===== src/rtl/fsm_sched.sv =====
`timescale 1ns/1ps
// fsm_sched -- shares one fsm instance among NREQ requesters.
//
// A winner is picked from the pending requests and granted. Then the fsm's
// enable is driven for exactly the requested number of cycles. The fsm's
// 4-bit output is captured into result, and done pulses for one cycle.
//
// Build option:
//   FSM_SCHED_RR_EN  defined   -> round-robin arbitration. The search starts
//                                 one past the last granted index.
//                    undefined -> fixed priority. The lowest index wins.
//
// Parameters:
//   NREQ  number of requesters (2..8)
//   LENW  width of each run-length field
//
// Ports:
//   clk         system clock, rising edge
//   rstb        asynchronous active-low reset
//   req         level request per requester, held until done
//   len         run length of requester i at [i*LENW +: LENW]
//   fsm_out     the fsm's out pins
//   fsm_enable  drives the fsm's enable (high only in RUN)
//   gnt         one-hot grant, high from GRANT through DONE
//   busy        high in any state other than IDLE
//   done        one-cycle completion pulse
//   result      fsm_out captured on the edge entering DONE
module fsm_sched #(
   parameter int NREQ = 4,
   parameter int LENW = 4
) (
   input  logic                 clk,
   input  logic                 rstb,
   input  logic [NREQ-1:0]      req,
   input  logic [NREQ*LENW-1:0] len,
   input  logic [3:0]           fsm_out,
   output logic                 fsm_enable,
   output logic [NREQ-1:0]      gnt,
   output logic                 busy,
   output logic                 done,
   output logic [3:0]           result
);

   localparam int IDXW = $clog2(NREQ);

   typedef enum logic [1:0] {IDLE, GRANT, RUN, DONE} state_t;

   state_t            state, state_nxt;
   logic [LENW-1:0]   cnt;
   logic [LENW-1:0]   len_arr [NREQ];
   logic              found;
   logic [IDXW-1:0]   win;
   logic [IDXW-1:0]   idx;
   logic [NREQ-1:0]   win_onehot;

   for (genvar g = 0; g < NREQ; g++) begin : g_len
      assign len_arr[g] = len[g*LENW +: LENW];
   end

`ifdef FSM_SCHED_RR_EN
   logic [IDXW-1:0]   last;

   // Rotating search: the candidate at offset k is (last + 1 + k) mod NREQ.
   // The first hit wins.
   // NOTE: every variable written in always_comb gets a default first, so no
   // path leaves it unassigned and no latch is inferred.
   always_comb begin
      found = 1'b0;
      win   = '0;
      idx   = '0;
      for (int k = 0; k < NREQ; k++) begin
         idx = IDXW'((int'(last) + 1 + k) % NREQ);
         if (!found && req[idx]) begin
            found = 1'b1;
            win   = idx;
         end
      end
   end
`else
   // Fixed priority: scanning down from the top leaves the lowest set index.
   always_comb begin
      found = |req;
      win   = '0;
      idx   = '0;
      for (int k = NREQ - 1; k >= 0; k--) begin
         idx = IDXW'(k);
         if (req[idx]) win = idx;
      end
   end
`endif

   always_comb begin
      win_onehot      = '0;
      win_onehot[win] = 1'b1;
   end

   // NOTE: sequential state uses non-blocking assignments, so every flop
   // samples pre-edge values regardless of statement order.
   always_ff @(posedge clk or negedge rstb) begin
      if (!rstb) state <= IDLE;
      else       state <= state_nxt;
   end

   always_comb begin
      state_nxt = state;
      case (state)
         IDLE:    if (found) state_nxt = GRANT;
         GRANT:   state_nxt = (cnt == '0) ? DONE : RUN;
         RUN:     if (cnt == LENW'(1)) state_nxt = DONE;
         DONE:    state_nxt = IDLE;
         default: state_nxt = IDLE;
      endcase
   end

   always_ff @(posedge clk or negedge rstb) begin
      if (!rstb) begin
         gnt    <= '0;
         cnt    <= '0;
         result <= '0;
`ifdef FSM_SCHED_RR_EN
         last   <= IDXW'(NREQ - 1);
`endif
      end else begin
         case (state)
            IDLE: begin
               if (found) begin
                  gnt <= win_onehot;
                  cnt <= len_arr[win];
`ifdef FSM_SCHED_RR_EN
                  last <= win;
`endif
               end
            end
            // The transition to DONE happens on the edge where cnt is 1.
            // That edge also brings cnt to 0, so it never wraps.
            RUN:     cnt <= cnt - LENW'(1);
            DONE:    gnt <= '0;
            default: ;
         endcase
         // Capture on the edge entering DONE. This is after the last
         // enabled fsm edge, or straight from GRANT for a zero-length run.
         if (state_nxt == DONE && state != DONE) result <= fsm_out;
      end
   end

   assign fsm_enable = (state == RUN);
   assign busy       = (state != IDLE);
   assign done       = (state == DONE);

endmodule


===== config.mk =====
export PLATFORM = sky130hd
export DESIGN_NAME = fsm_sched
export DESIGN_NICKNAME = d
export VERILOG_FILES = /design/src/rtl/fsm_sched.sv
export SDC_FILE = /design/constraint.sdc
export NUM_CORES = 1
export LEC_CHECK = 0
export ABC_AREA = 1
export BUFFER_PORTS_ARGS = -buffer_cell sky130_fd_sc_hd__buf_2
export CAP_MARGIN = 20
export CORE_MARGIN = 2
export CORE_UTILIZATION = 40
export CTS_BUF_LIST = sky130_fd_sc_hd__clkbuf_4 sky130_fd_sc_hd__clkbuf_8
export DETAILED_ROUTE_END_ITERATION = 16
export PLACE_DENSITY = 0.74
export SLEW_MARGIN = 20
export SYNTH_ARGS = -nofsm -noshare
export SYNTH_HDL_FRONTEND = slang
export SYNTH_SLANG_ARGS = --single-unit

===== constraint.sdc =====
create_clock -name clk -period 3.2 [get_ports clk]
set_input_delay 0 -clock clk [delete_from_list [all_inputs] [get_ports clk]]
set_output_delay 0 -clock clk [all_outputs]
set_load 0.02 [all_outputs]

==> impl_results.md, run 1 <==
* R2R Setup Slk at about 1.7 ns
* Critical path peak fanout at 5
* CTS Buf Count at 3
* Grt total ovfl at 0
* Largest family of logic cells by synthesized area: simple AND/OR/NAND/NOR gates
* Peak supply drop at 457 uV
* Post-Synth XOR/XNOR Area at 0.882%
* Final setup fails at 0
* # clock sinks at 14
* TNS Setup at 0 ns
* Mapped cell area at 993 um2
* Layout cell share with drive strength beyond 1 at 27.2%
* Pre-antenna DRT Iters at 4
* CP max stage cell: dfrtp_1
* Clock root buffer: clkbuf_4
* Sequential share of power at between 20 and 30%
* Syn Inst Count at 139
* Outcome: finished clean
* CP Cell Sequence: inv_1 > ha_1 > inv_1 > nor2_1 > nand3_2 > nand2_1 > nand2_1
* Fmax at 654 MHz
* Worst setup EP type: flop
* Max-slew violations at 0
* Clock share of power at 11.2%
* Synth Area in Compound Gates at 5.92%
* DR vias/cell at 4.85
* Clock transition at the registers of the reported paths at 0.08 ns
* CP Launch Type: flop
* Multiplexer share of the synthesized area at 0%
* Period minus WS final at 1.53 ns
* Die ar. at 2900 um2
* Hold depth at 5
* Antenna viol nets, final at 0
* Final Cell Area at around 1300 um2
* Sw power at approximately 550 uW
* Number of DRC markers in iteration 0 at 26
* Max cap viols at 0
* Area growth from synthesis to layout at 30.6%
* # nets final at 219
* Syn nets at 173
* Power share of the combinational group at between 60 and 70%
* Synthesis-stage register bit count at 14
* Critical Path AT at 1.70 ns
* Routed len/inst at 10.9 um
* WP buf/inv at 2
* Via count at 1038
* Setup repair after global routing missed its margin: no
* Post-CTS resize count at 0
* Switching Fraction at 48.8%
* Die height at ~54 um
* Internal power at 572 uW
* Post-synthesis adder-cell area fraction at between 10% and 20%
* Leakage at 0.000751 uW
* R2R cell count at 7
* CTS H-tree depth at 1
* WS Path Type: flop to flop
* PD cells at 861 nW/um2
* # IOs at 37
* Worst-Margin Slew at 0.387 ns
* Critical Path RT at 3.37 ns
* Die W at 53.8 um
* Post-Syn Area per Cell at about 7.1 um2
* Largest net degree at the start of global routing at 15
* CP top delay family: simple AND/OR/NAND/NOR gates
* Initial antenna violation count at 0
* Row cnt at 18
* TritonCTS clock tree: yes
* Crit path largest cell delay at 0.39 ns
* Starting Density at 41.2%
* IO buf count at 36
* Ys Warns at 0
* Sequential fraction of the synthesis area at 35.3%
* Worst Hold Class: input port to flop
* Total wire length at ~2300 um
* Placed wire-length estimate at 1920 um
* GRT Overall Usage at 18.1%
* Crit path depth at 7
* Clock Path Buffers at 2
* Routability cong. at 0.752
* N_diodes at 0
* Core area at 2410 um2
* Dpl cell area at 1210 um2
* Vias in the first global route at 961
* Final period utilization at 47.8%
* Worst-skew pair later-pin latency at 0.27 ns
* First-pass GRT wire length at 3900 um
* Hold Vio Cnt, Final at 0
* Skew final at roughly 0.0036 ns
* Slew margin rel. at 74.2%
* Synth cell types at 20
* Post-route DRC at 0
* Synth Area in Simple Gates at between 30% and 40%
power by group through the flow:
stage,Clock (uW),Sequential (uW),Combinational (uW)
final,125,315,678
after global routing,137,329,780
after global placement,0,315,656
after CTS,129,315,687
after detailed placement,0,320,680
after floorplan,0,360,456
stage by stage:
step | instances | hold slack (ns) | util, % | total power (uW) | setup WS, ns
6_report | 214 | 0.0735 | 53.8 | 1120 | 1.67
4_1_cts | 214 | 0.0645 | 53.8 | 1130 | 1.67
2_1_floorplan | 139 | -0.296 | - | 815 | 1.74
3_5_place_dp | 205 | -0.0860 | 50.3 | 1000 | 1.68
5_1_grt | 214 | 0.0970 | 53.8 | 1250 | 1.54
3_3_place_gp | 205 | -0.0937 | 50.3 | 971 | 1.78
worst min-delay path: cells and delay by family:
family                 cells  cell delay [ns]
buffers and inverters      1             0.07
AND/OR/NAND/NOR            4             0.25
Yosys cell counts:
| cell type | count | area, um2 |
|---|---|---|
| nand2_1 | 39 | 146 |
| inv_1 | 21 | 78.8 |
| nand3_1 | 15 | 75.1 |
| dfrtp_1 | 14 | 350 |
| nor2_1 | 12 | 45.0 |
| ha_1 | 8 | 100 |
| nand4_1 | 8 | 50.1 |
| a21oi_1 | 4 | 20.0 |
| o22ai_1 | 4 | 25.0 |
| nand2_2 | 3 | 18.8 |
| inv_2 | 2 | 7.51 |
| and2_1 | 1 | 6.26 |
| nand3_2 | 1 | 10.0 |
| nand3b_1 | 1 | 7.51 |
| nand4_2 | 1 | 12.5 |
| nor2_2 | 1 | 6.26 |
| nor2_4 | 1 | 11.3 |
| o21ai_1 | 1 | 5.00 |
| o21ai_2 | 1 | 8.76 |
| xnor2_1 | 1 | 8.76 |
cell families (layout without fill, tap and decap cells):
| kind of cell | after synthesis | count (layout) |
|---|---|---|
| buf+inv | 23 | 68 |
| simple gates | 83 | 83 |
| fa+ha+maj | 8 | 8 |
| compound gates | 10 | 10 |
| xor+xnor | 1 | 1 |
| flops | 14 | 14 |
layout by cell type, fill, tap and decap left out:
| master | n |
|---|---|
| nand2_1 | 39 |
| buf_2 | 36 |
| inv_1 | 21 |
| nand3_1 | 15 |
| dfrtp_1 | 14 |
| nor2_1 | 12 |
| nand4_1 | 8 |
| ha_1 | 8 |
| dlygate4sd3_1 | 5 |
| a21oi_1 | 4 |
| o22ai_1 | 4 |
| nand2_2 | 3 |
| clkbuf_4 | 3 |
| inv_2 | 2 |
| nor2_4 | 1 |
| nand4_2 | 1 |
| and2_1 | 1 |
| o21ai_2 | 1 |
| o21ai_1 | 1 |
| nand3_2 | 1 |
| nor2_2 | 1 |
| nand3b_1 | 1 |
| xnor2_1 | 1 |
| clkbuf_8 | 1 |
path summary, 6_finish.rpt:
check / to / from
min reg2reg: result[3] / result[3]
max: result[2] / state[0]
max reg2reg: result[2] / state[0]
min: cnt[2] / len[2]
min in group asynchronous: result[1] / rstb
max in group asynchronous: result[2] / rstb
state kept, by name, indices dropped and copies added (netlist names):
name / cells
gnt: 4
cnt: 4
state: 2
result: 4
timing repair:
item	in CTS	in global routing
hold endpoints to repair	18	0
hold buffers	5	0
buffers inserted	0	0
layer usage:
metal / vias to the layer above / wire, um / global-route usage (%)
met1: 475 / 1040 / 22.8
met5: - / 0 / 0
met3: 2 / 110 / 1.67
met2: 24 / 1150 / 32.1
met4: 0 / 21 / 6.41
li1: 537 / - / -
layout make-up:
cell class | count | area, um2
Clock buffer | 4 | 36.3
Multi-Input combinational cell | 102 | 557
Timing Repair Buffer | 41 | 230
Tap cell | 30 | 37.5
Fill cell | 235 | 1110
Sequential cell | 14 | 350
Inverter | 23 | 86.3
(Power assumes the default switching activity.)
==> run 2: changes to the inputs <==
- ABC_AREA: 1 -> 0
- PLACE_DENSITY: 0.74 -> 0.76
- clock period: 3.2 -> 1.4 ns (I/O delays scaled with it)
==> run 2 against run 1 <==
Effect of this change:
- the flow now finishes with violations (setup timing)
- non-clock buffer count grew 25
- synthesized cell count shrank 17%
- sequential share of layout area shrank 5.7 points
- maximum frequency shrank 7.1%
- largest power group unchanged
==> impl_results.md, run 2 <==
* Outcome: complete, but fails checks
* Violated checks: setup timing
* Synth cell types at 39 (+95%)
* Peak supply drop at 1480 uV (+220%)
* Max cap viols at 0 (unchanged)
* Clock transition at the registers of the reported paths at 0.09 ns (about the same)
* Leakage at 0.000780 uW (+3.9%)
* Fmax at 608 MHz (-7.1%)
* R2R cell count at 6 (-1)
* Critical path peak fanout at 4 (-1)
* Mapped cell area at 1040 um2 (+4.7%)
* Worst Hold Class: input port to flop
* Crit path largest cell delay at 0.41 ns (+0.02 ns)
* Syn nets at 149 (-14%)
* Slew margin rel. at 62.8% (-11 points)
* # nets final at 214 (-2.3%)
* Critical Path AT at 1.81 ns (+0.11 ns)
* Setup repair after global routing missed its margin: yes
* Reg-to-reg startpoint: state[1]
* Clock Path Buffers at 2 (unchanged)
* Largest net degree at the start of global routing at 15 (unchanged)
* Final setup fails at 11 (+11)
* Ys Warns at 0 (unchanged)
* Biggest area consumer among synthesized cells: dfrtp_1
* Critical Path RT at 1.57 ns (-1.80 ns)
* Number of flops mapped to enable cells by yosys at 0 (unchanged)
* Top_reg_cell synth: dfrtp_1
* Vias in the first global route at 1012 (+5.3%)
* Leading cell types in the layout, fill and taps excluded: buf_2 (35), buf_4 (17), dfrtp_1 (14), a21oi_1 (11), nand2_1 (9)
* Row cnt at 18 (unchanged)
* Most instantiated cells after synthesis: dfrtp_1 (14), a21oi_1 (12), inv_1 (9), nand2_1 (9), ha_1 (8)
* N_diodes at 0 (unchanged)
* First-pass GRT wire length at 4570 um (+17%)
* Setup slack at placement at -0.270 ns (-1.94 ns)
* Die height at 55.0 um (+2.1%)
* Pre-antenna DRT Iters at 4 (unchanged)
* Hold Vio Cnt, Final at 0 (unchanged)
* Hold depth at 3 (-2)
* Critical path origin: state[1]
* Most numerous cell in the Yosys netlist: dfrtp_1
* Final Cell Area at 1640 um2 (+27%)
* Skew final at 0.00388 ns (+0.000283 ns)
* Largest registers: cnt x4, gnt x4, result x4
* Area growth from synthesis to layout at 58.0%
* Clock root buffer: clkbuf_4
* Hold EP: cnt[3]
* Layout cell share with drive strength beyond 1 at 52.0% (+25 points)
* Synth async-reset ratio at 100% (unchanged)
* Sequential fraction of the synthesis area at 33.7% (-1.6 points)
* # IOs at 37 (unchanged)
* Worst-skew pair later-pin latency at 0.28 ns (about the same)
* IO buf count at 36 (unchanged)
* PD cells at 2190 nW/um2 (+150%)
* End of the worst register-to-register path: result[2]
* Die W at 55.0 um (+2.1%)
* R2R Setup Slk at -0.25 ns (-1.92 ns)
* Most common cell after layout, fill and taps aside: buf_2
* Hold path start: len[3]
* CP max stage cell: dfrtp_1
* DR vias/cell at 5.35 (+10%)
* Starting Density at 42.0% (+0.74 points)
* Grt total ovfl at 0 (unchanged)
* # clock sinks at 14 (unchanged)
* CTS Buf Count at 3 (unchanged)
* Syn Inst Count at 115 (-17%)
* Worst setup margin at -0.246 ns (-1.92 ns)
* GRT Overall Usage at 21.0% (+2.8 points)
* Max-slew violations at 0 (unchanged)
* Antenna viol nets, final at 0 (unchanged)
* Post-route DRC at 0 (unchanged)
* CTS H-tree depth at 1 (unchanged)
* Post-synth top area share at 33.7% (-1.6 points)
* Dpl cell area at 1380 um2 (+14%)
* Synthesis-stage register bit count at 14 (unchanged)
* TNS Setup at -1.57 ns (-1.57 ns)
* Total wire length at 3260 um (+40%)
* Final period utilization at 118% (+70 points)
* CP Launch Type: flop
* Worst-Margin Slew at 0.553 ns (+0.166 ns)
* Worst setup EP type: flop
* Initial antenna violation count at 0 (unchanged)
* Via count at 1118 (+7.7%)
* Dominant cells by area after synthesis: dfrtp_1 (34%), ha_1 (9.6%), a21oi_1 (5.8%)
* Number of DRC markers in iteration 0 at 27 (+3.8%)
* Routability cong. at 0.807 (+7.4%)
* Core area at 2480 um2 (+2.8%)
* TritonCTS clock tree: yes
* CP Cell Sequence: inv_2 > ha_4 > inv_1 > a311oi_2 > o21ai_2 > mux2_2
* Placed wire-length estimate at 2220 um (+16%)
* WS Path Type: flop to flop
* Period minus WS final at 1.65 ns (+0.118 ns)
* Fill cell count at 197 (-16%)
* Post-Syn Area per Cell at 9.04 um2 (+27%)
* Routed len/inst at 15.6 um (+43%)
* Die ar. at 3020 um2 (+4.3%)
-- run 2: cell count changes in the layout (fill, tap and decap cells not counted), moves of 8 or more --
cell	delta
buf_4	+17
inv_1	-15
nand2_1	-30
nand3_1	-12
nand4_1	-8
nor2_1	-8
-- run 2: how the worst max path moves through the flow --
stage,endpoint,cells past startpoint
after CTS,cnt[3],6
after detailed placement,result[2],6
after global placement,result[1],6
after global routing,result[0],6
final,result[2],6
after floorplan,result[0],6
-- run 2: logic make-up after synthesis --
kind of cell,share of synthesized area [%]
buffers and inverters,6.14
adder cells (fa/ha/maj),9.63
AO/OA/AOI/OAI,21.9
flip-flops,33.7
AND/OR/NAND/NOR,21.5
XOR/XNOR,0.843
multiplexers,6.26
-- run 2: where the power goes --
part / internal [uW] / total, uW / switching [uW]
Sequential: 603 / 760 / 157
Combinational: 1330 / 2540 / 1210
Clock: 158 / 290 / 131
-- run 2: layout make-up --
| type | count | area (um2) | share of cell area (%) |
|---|---|---|---|
| flip-flops and latches | 14 | 350 | 21.3 |
| inverters | 9 | 33.8 | 2.06 |
| multi-input cells | 86 | 713 | 43.4 |
| repair buffers | 66 | 472 | 28.7 |
| well taps | 30 | 37.5 | 2.28 |
| clock buffers | 4 | 36.3 | 2.21 |
-- run 2: metal layers --
metal  vias to the layer above  global-route usage [%]  wire, um
met2                        41                    38.3      1760
met5                         -                       0         0
met3                         2                    2.42       146
met4                         0                    4.88        13
li1                        544                       -         -
met1                       531                    26.3      1340
-- run 2: repair_timing --
item                                    in CTS  in global routing
hold endpoints to repair                    18                  0
setup buffers                                3                  7
pin swaps                                    2                  7
endpoints found under the setup margin      14                 14
resized for setup                            4                 15
hold buffers                                 5                  0
gates cloned                                 0                  1
-- run 2: worst max-delay path, delay by kind of cell, from the launching register on --
family          cells  cell delay, ns
compound gates      2            0.42
flops               1            0.41
mux                 1            0.29
fa+ha+maj           1            0.27
buf+inv             2            0.14
-- run 2: through the flow --
stage	utilization [%]	hold WS [ns]	total power, uW	instances
2_1_floorplan	-	-0.296	2040	115
3_3_place_gp	55.9	-0.0884	2600	190
3_5_place_dp	55.9	-0.0840	2680	190
4_1_cts	60.8	0.0768	3110	202
5_1_grt	66.3	0.0836	3830	209
6_report	66.3	0.0737	3590	209
